File: config.mk
export PLATFORM = sky130hd
export DESIGN_NAME = train_sequencer
export DESIGN_NICKNAME = d
export VERILOG_FILES = /design/src/rtl/train_sequencer_pkg.sv /design/src/rtl/train_sequencer_class_match.sv /design/src/rtl/train_sequencer.sv
export SDC_FILE = /design/constraint.sdc
export NUM_CORES = 1
export LEC_CHECK = 0
export ABC_AREA = 1
export BUFFER_PORTS_ARGS = -buffer_cell sky130_fd_sc_hd__buf_2
export CORE_MARGIN = 3
export CORE_UTILIZATION = 40
export DETAILED_ROUTE_END_ITERATION = 10
export HOLD_SLACK_MARGIN = 0.08
export PLACE_DENSITY = 0.66
export SYNTH_ARGS = -nofsm -noshare
export SYNTH_HDL_FRONTEND = slang
export SYNTH_SLANG_ARGS = --single-unit
File: constraint.sdc
create_clock -name clk -period 4.2 [get_ports clk]
set_input_delay 0.21 -clock clk [delete_from_list [all_inputs] [get_ports clk]]
set_output_delay 0.21 -clock clk [all_outputs]
set_load 0.01 [all_outputs]
File: src/rtl/train_sequencer_pkg.sv
// Shared types for the training sequencer: fixed-point sample type, its
// constants, the sequencer state enum and a threshold-side helper.
package train_sequencer_pkg;

    // Signed Q8.8 fixed-point value used by the MLP datapath.
    typedef logic signed [15:0] sfp;

    localparam sfp ONE  = 16'sh0100;
    localparam sfp HALF = 16'sh0080;

    typedef enum logic [1:0] {
        IDLE  = 2'd0,
        TRAIN = 2'd1,
        TEST  = 2'd2,
        DONE  = 2'd3
    } train_state_t;

    // True when a value lies strictly below the class-decision threshold.
    function automatic logic below(input sfp value, input sfp threshold);
        return value < threshold;
    endfunction

endpackage

File: src/rtl/train_sequencer_class_match.sv
// class_match: combinational check that every model output lies on the same
// side of the decision threshold as its label (signed comparisons).
module class_match
    import train_sequencer_pkg::*;
#(
    parameter int NUM_OUTPUTS = 1,
    parameter sfp THRESHOLD   = HALF
) (
    input  sfp [NUM_OUTPUTS-1:0] prediction,
    input  sfp [NUM_OUTPUTS-1:0] expected,
    output logic                 match
);

    // Any output on the wrong side of the threshold makes the example wrong.
    always_comb begin
        match = 1'b1;
        for (int k = 0; k < NUM_OUTPUTS; k++) begin
            if (below(prediction[k], THRESHOLD) != below(expected[k], THRESHOLD)) begin
                match = 1'b0;
            end else begin
                match = match;
            end
        end
    end

endmodule

File: src/rtl/train_sequencer.sv
// train_sequencer: steps a model through NUM_EPOCHS passes over the training
// split, then once over the test split, scoring each test example.
// Optional feature: define TRAIN_LR_DECAY_EN to halve the learning rate at
// every epoch boundary, floored at LR_MIN.
module train_sequencer
    import train_sequencer_pkg::*;
#(
    parameter int NUM_OUTPUTS = 1,
    parameter int NUM_TRAIN   = 600,
    parameter int NUM_TEST    = 400,
    parameter int NUM_EPOCHS  = 10,
    parameter int EXAMPLE_W   = 16,
    parameter sfp THRESHOLD   = HALF,
    parameter sfp LR_INIT     = ONE,
    parameter sfp LR_MIN      = sfp'(ONE >>> 6)
) (
    input  logic                               clk,
    input  logic                               rst,
    input  logic                               start,
    output logic                               req,
    input  logic                               ack,
    output logic [EXAMPLE_W-1:0]               example,
    output logic                               training,
    output sfp                                 learning_rate,
    input  sfp [NUM_OUTPUTS-1:0]               prediction,
    input  sfp [NUM_OUTPUTS-1:0]               expected,
    output logic [$clog2(NUM_EPOCHS+1)-1:0]    epoch,
    output logic [$clog2(NUM_TEST+1)-1:0]      correct,
    output logic                               busy,
    output logic                               done
);

    localparam int EPOCH_W   = $clog2(NUM_EPOCHS + 1);
    localparam int CORRECT_W = $clog2(NUM_TEST + 1);

    localparam logic [1:0] ST_IDLE  = IDLE;
    localparam logic [1:0] ST_TRAIN = TRAIN;
    localparam logic [1:0] ST_TEST  = TEST;
    localparam logic [1:0] ST_DONE  = DONE;

    localparam logic [EXAMPLE_W-1:0] LAST_TRAIN = EXAMPLE_W'(NUM_TRAIN - 1);
    localparam logic [EXAMPLE_W-1:0] FIRST_TEST = EXAMPLE_W'(NUM_TRAIN);
    localparam logic [EXAMPLE_W-1:0] LAST_TEST  = EXAMPLE_W'(NUM_TRAIN + NUM_TEST - 1);
    localparam logic [EPOCH_W-1:0]   LAST_EPOCH = EPOCH_W'(NUM_EPOCHS - 1);

`ifdef TRAIN_LR_DECAY_EN
    localparam logic DECAY_EN = 1'b1;
`else
    localparam logic DECAY_EN = 1'b0;
`endif

    logic [1:0]           state;
    logic [1:0]           state_nx;
    logic [EXAMPLE_W-1:0] example_nx;
    logic                 training_nx;
    sfp                   lr_nx;
    sfp                   lr_half;
    sfp                   lr_decayed;
    logic [EPOCH_W-1:0]   epoch_nx;
    logic [CORRECT_W-1:0] correct_nx;
    logic                 handshake;
    logic                 match;

    class_match #(
        .NUM_OUTPUTS (NUM_OUTPUTS),
        .THRESHOLD   (THRESHOLD)
    ) u_class_match (
        .prediction (prediction),
        .expected   (expected),
        .match      (match)
    );

    // Next-state, counter and learning-rate decisions for the run.
    always_comb begin
        state_nx    = state;
        example_nx  = example;
        training_nx = training;
        lr_nx       = learning_rate;
        epoch_nx    = epoch;
        correct_nx  = correct;
        handshake   = req & ack;
        lr_half     = learning_rate >>> 1;
        lr_decayed  = (lr_half < LR_MIN) ? LR_MIN : lr_half;

        case (state)
            ST_IDLE, ST_DONE: begin
                if (start) begin
                    state_nx    = ST_TRAIN;
                    example_nx  = {EXAMPLE_W{1'b0}};
                    epoch_nx    = {EPOCH_W{1'b0}};
                    correct_nx  = {CORRECT_W{1'b0}};
                    training_nx = 1'b1;
                    lr_nx       = LR_INIT;
                end else begin
                    state_nx = state;
                end
            end
            ST_TRAIN: begin
                if (handshake) begin
                    if (example == LAST_TRAIN) begin
                        if (epoch == LAST_EPOCH) begin
                            // Last training example: move to the held-out split.
                            state_nx    = ST_TEST;
                            example_nx  = FIRST_TEST;
                            training_nx = 1'b0;
                        end else begin
                            example_nx = {EXAMPLE_W{1'b0}};
                            epoch_nx   = epoch + EPOCH_W'(1);
                            lr_nx      = DECAY_EN ? lr_decayed : learning_rate;
                        end
                    end else begin
                        example_nx = example + EXAMPLE_W'(1);
                    end
                end else begin
                    example_nx = example;
                end
            end
            ST_TEST: begin
                if (handshake) begin
                    if (match) begin
                        correct_nx = correct + CORRECT_W'(1);
                    end else begin
                        correct_nx = correct;
                    end
                    example_nx = example + EXAMPLE_W'(1);
                    if (example == LAST_TEST) begin
                        state_nx = ST_DONE;
                    end else begin
                        state_nx = ST_TEST;
                    end
                end else begin
                    example_nx = example;
                end
            end
            default: begin
                state_nx = ST_IDLE;
            end
        endcase
    end

    // State and output registers; status flags are registered from the next state.
    always_ff @(posedge clk or posedge rst) begin
        if (rst) begin
            state         <= ST_IDLE;
            req           <= 1'b0;
            example       <= {EXAMPLE_W{1'b0}};
            training      <= 1'b0;
            learning_rate <= LR_INIT;
            epoch         <= {EPOCH_W{1'b0}};
            correct       <= {CORRECT_W{1'b0}};
            busy          <= 1'b0;
            done          <= 1'b0;
        end else begin
            state         <= state_nx;
            req           <= (state_nx == ST_TRAIN) || (state_nx == ST_TEST);
            example       <= example_nx;
            training      <= training_nx;
            learning_rate <= lr_nx;
            epoch         <= epoch_nx;
            correct       <= correct_nx;
            busy          <= (state_nx == ST_TRAIN) || (state_nx == ST_TEST);
            done          <= (state_nx == ST_DONE);
        end
    end

endmodule

=== Word level (Yosys, flattened, before mapping) ===
Index checks and enable logic that the tools add are counted.

* Logic and storage cells: 66
* Input bits: 36
* Flip-flop bits (word level): 34

* Multiplexer cells: 27
* Magnitude comparators: 2
* Add/subtract/negate cells: 3
* Eq/ne operators: 17
* Bitwise operators: 1
* Reduce and logical (&&, ||, !) cells: 9

{| class="wikitable"
|+ Operators by type and width
! kind !! count
|-
| 16-bit 2-to-1 mux || 4
|-
| 16-bit one-hot mux with 3 select lines || 1
|-
| 16-bit by 10-bit equality test with 1-bit output, second input constant || 2
|-
| 16-bit by 9-bit less-than comparator with 1-bit output, second input constant || 2
|-
| 9-bit 2-to-1 mux || 3
|-
| 9-bit one-hot mux with 2 select lines || 1
|-
| 16-bit by 1-bit adder with 16-bit output, second input constant || 1
|-
| 4-bit 2-to-1 mux || 4
|-
| 2-bit inequality test, second input constant || 7
|-
| 10-bit 2-to-1 mux || 1
|-
| 2-bit 2-to-1 mux || 5
|-
| 5-bit AND reduction || 2
|-
| 9-bit by 1-bit adder with 9-bit output, second input constant || 1
|-
| 2-bit equality test, second input constant || 4
|-
| 4-bit one-hot mux with 2 select lines || 1
|-
| 2-bit one-hot mux with 3 select lines || 1
|-
| 1-bit 2-to-1 mux || 5
|-
| 4-bit by 1-bit adder with 4-bit output, second input constant || 1
|-
| 2-bit by 1-bit equality test with 1-bit output, second input constant || 2
|-
| 4-bit equality test, second input constant || 1
|-
| 4-bit AND reduction || 1
|-
| 2-bit nonzero test || 2
|-
| 3-bit AND reduction || 1
|-
| 2-bit logical NOT || 1
|-
| 5 further kinds || 5
|}

=== Longest topological paths before layout ===
* Word-level depth: 7
* Mapped depth: 12
* Gate-level depth less buffers: 11

=== By module ===
Synthesis repeated with hierarchy kept, for this count alone.

* Cell total of the unflattened synthesis: 350
* Area total of the unflattened synthesis: 2401.1 um2

{| class="wikitable"
|+ By module, submodules not included
! module !! cells an instance !! area an instance (um2) !! sequential area each (um2) !! instances
|-
| train_sequencer || 328 || 2309.7 || 850.8 || 1
|-
| class_match || 22 || 91.3 || 0.0 || 1
|}

=== Worst setup path after synthesis ===
No wires, ideal clock.

* Kind: reg2reg
* Start point: register state[0]
* End point: register busy
* Slack: 2.459 ns
* Arrival: 1.615 ns
* Path buffers: 2
* Data required time: 4.074 ns
* Cell stages (with the launch flop): 12
* Path through: dfrtp_1 -> inv_1 -> ha_1 -> buf_4 -> inv_2 -> buf_6 -> nor3_1 -> nand4_1 -> nand2_1 -> inv_1 -> a21oi_1 -> ha_1

* Cells in the longest elaborated chain, start to end: 6
* Elaborated cells between the ends (all ways): 14
* Classes of those cells: eq/ne (5); mux (6); reduce/logical (3)

{| class="wikitable"
|+ Ends and longest elaborated chain
! what !! RTL line !! source
|-
| start: declaration || train_sequencer.sv:52 || <nowiki>logic [1:0] state;</nowiki>
|-
| start signal: assignment || train_sequencer.sv:154 || <nowiki>state <= state_nx;</nowiki>
|-
| 2-bit 2-to-1 mux || train_sequencer.sv:101 || <nowiki>if (epoch == LAST_EPOCH) begin</nowiki>
|-
| 2-bit 2-to-1 mux || train_sequencer.sv:100 || <nowiki>if (example == LAST_TRAIN) begin</nowiki>
|-
| 2-bit 2-to-1 mux || train_sequencer.sv:99 || <nowiki>if (handshake) begin</nowiki>
|-
| 2-bit one-hot mux with 3 select lines (*) || train_sequencer.sv:85 || <nowiki>case (state)</nowiki>
|-
| 2-bit by 1-bit equality test with 1-bit output / 2-bit equality test (equally long branches) || train_sequencer.sv:161 || <nowiki>busy <= (state_nx == ST_TRAIN) || (state_nx == ST_TEST);</nowiki>
|-
| 1-bit logical OR (*) || train_sequencer.sv:161 ||
|-
| end signal: assignment || train_sequencer.sv:161 ||
|-
| end: declaration || train_sequencer.sv:29 || <nowiki>output logic busy,</nowiki>
|}

Every way passes the cells marked *; elsewhere a longest branch is shown, timed or not.
A chain may end at the register's enable or synchronous reset.

=== Final worst setup path ===
Same ends and word-level chain as after synthesis.

==> reports/qor.txt <==
Status = complete, no violations
Leak pwr = 1.574 nW
Critical Path Source = state[0]
Synth async-reset ratio = 100.0%
CTS Buf Count = 5
Input/output buffers = 54
Die area = 0.007315 mm^2
Detailed Route Iter0 Violations = 123
Mapped Area = 0.002530 mm^2
Clock Sinks = 34
Largest net degree at the start of global routing = 35
Minimum clock period = 2.091 ns
CP required = 4.37 ns
Crit path kind = reg2reg
Peak supply drop = 0.2706 mV
Hold Vio Cnt, Final = 0
Total track usage = 16.02%
Num rows = 28
CTS tree = built
Layout area overhead = 13.80%
Final setup viols = 0
# diodes = 0
Skew final = 0.007118 ns
Complex-gate fraction of the synthesized area = 4.797%
# DRC = 0
Chip width = 85.53 um
HP Class = in2reg
HPWL Detailed = 4184 um
Core Area = 0.006026 mm^2
Clock slew at reported path FFs = 0.08 ns
CP max stage delay = 0.42 ns
Fraction of layout cells with a size suffix above 1 = 21.62%
Resized cells post-CTS = 0
Crit path cell chain = inv_1 -> ha_1 -> inv_2 -> nor3_1 -> nand4_1 -> nand2_1 -> inv_1 -> a21oi_1 -> ha_1
PwrDens = 377.2 mW/mm^2
Startpoint types = register
Syn Area/Cell = 6.931 um^2
Synth Area in Simple Gates = 40.55%
Vias = 2344
Initial antenna violation count = 0
Critical Path AT = 2.26 ns
Wire length per cell = 11.26 um
Element type at the critical path end = register
Final period utilization = 49.78%
Fin util = 47.78%
Sequential fraction of the synthesis area = 33.63%
Die Y = 85.53 um
Routed Wire Length = 5585 um
Vias in the first global route = 2114
Routability congestion estimate = 0.8416
CTS Buffer Depth = 2
H-Tree Depth = 2
Worst Setup Slack, final = 2.109 ns
Number of flops mapped to enable cells by yosys = 0
Synth Register Bits = 34
Slowest stage cell, crit path = dfrtp_1
Commonest non-fill, non-tap cell in the layout = nand2_1
Routed vias/inst = 4.726
Initial Utilization = 41.99%
Adder-cell area share of the yosys netlist = 3.462%
Root buf cell = clkbuf_8
Largest family of logic cells by synthesized area = simple AND/OR/NAND/NOR gates
Total congestion overflow = 0
Clk_lat worst skew = 0.29 ns
Setup TNS = 0 ns
Kind of cell adding the most delay to the critical path = adder cells
Critical-path maximum fanout = 11
Xor/xnor share of the synthesized area = 4.500%
Slew Viols, Final = 0
Synth Instances = 365
I/O pin cnt = 85
Reg2reg start = state[0]
Max Cap Violations = 0
Global-route wire length before repair = 9618 um
Final nets = 463
Achievable Freq = 0.4783 GHz
Bufs and invs on worst path = 3
Most frequent cells in the layout = 117 x nand2_1, 54 x nor2_1, 54 x buf_2
RSZ-0062 raised after global routing = no
Hold wc startpoint = expected[15]
DP Worst Slack = 2.172 ns
Synth Warn # = 0
Pre-antenna DRT Iters = 4
Multiplexer share of the synthesized area = 0%
Power Total = 1.086 mW
Main synth FF type = dfrtp_1
Post-route antenna net violation count = 0
Distinct cell type count after synthesis = 29
[path summary, 6_finish.rpt]
check / cells after the start / endpoint / slack (ns)
setup / recovery: 9 / busy / 2.11
hold / removal: 6 / correct[0] / 0.34
setup reg to reg: 9 / busy / 2.11
hold reg to reg: 2 / training / 0.53
max in group asynchronous: 4 / example[2] / 3.32
min in group asynchronous: 4 / correct[6] / 0.55
[through the flow]
step	hold WS, ns	cells	cell area, um^2
floorplan	0.3516	379	2582
global placement	0.3277	487	2778
detailed placement	0.3406	487	2778
CTS	0.3322	496	2879
global route	0.3826	496	2879
finish	0.3390	496	2879
[Yosys cell counts, drive strengths merged (5+ instances only)]
library cell / count / share of area, %
o21ai: 12 / 2.5
nand4: 11 / 2.7
xor2: 7 / 2.4
ha: 7 / 3.5
inv: 39 / 5.8
nor2: 60 / 9.9
xnor2: 6 / 2.1
dfrtp: 34 / 34
or2: 5 / 1.3
buf: 22 / 7.0
nand2: 123 / 19
nand3: 27 / 5.7
[worst reg2reg max path, cell delays in order, from the launching register on]
cell,delay [ns]
dfrtp_1,0.42
inv_1,0.07
ha_1,0.39
inv_2,0.22
nor3_1,0.24
nand4_1,0.13
nand2_1,0.07
inv_1,0.05
a21oi_1,0.14
ha_1,0.24
[final cells by class]
cell class,count,area [um^2]
Fill cell,623,3147
Tap cell,75,93.84
Clock buffer,7,86.33
Clock inverter,1,5.005
Timing Repair Buffer,56,287.8
Multi-Input combinational cell,284,1409
Inverter,39,146.4
Sequential cell,34,850.8
[registers in the layout, indices dropped and copies added (netlist names)]
| register | cells |
|---|---|
| example | 16 |
| correct | 9 |
| epoch | 4 |
| state | 2 |
| busy | 1 |
| done | 1 |
| training | 1 |
[where the power goes]
part	leakage, nW	internal (mW)	switching, mW
Sequential	0.462	0.361	0.0407
Clock	0.0482	0.132	0.124
Combinational	1.06	0.136	0.292
Total	1.57	0.629	0.457
[per-layer routing]
| metal | part of all wire (%) | vias to the layer above | global-route usage, % |
|---|---|---|---|
| li1 | - | 1216 | - |
| met1 | 47 | 1059 | 20.95 |
| met2 | 46 | 63 | 26.69 |
| met3 | 6.1 | 6 | 3.266 |
| met4 | 1.3 | 0 | 4.892 |
| met5 | 0 | - | 0 |
[what timing repair did]
| item | CTS | global route |
|---|---|---|
| hold buffers | 1 | 0 |
| setup buffers | 0 | 0 |
| hold endpoints to repair | 34 | 0 |
[kinds of logic after synthesis]
kind of cell / after synthesis
AOI/OAI and AO/OA: 18
xor gates and xnor gates: 13
adders and majority gates: 7
buffers and inverters: 61
DFF: 34
other: 2
and+or+nand+nor: 230
(Power assumes the default switching activity.)
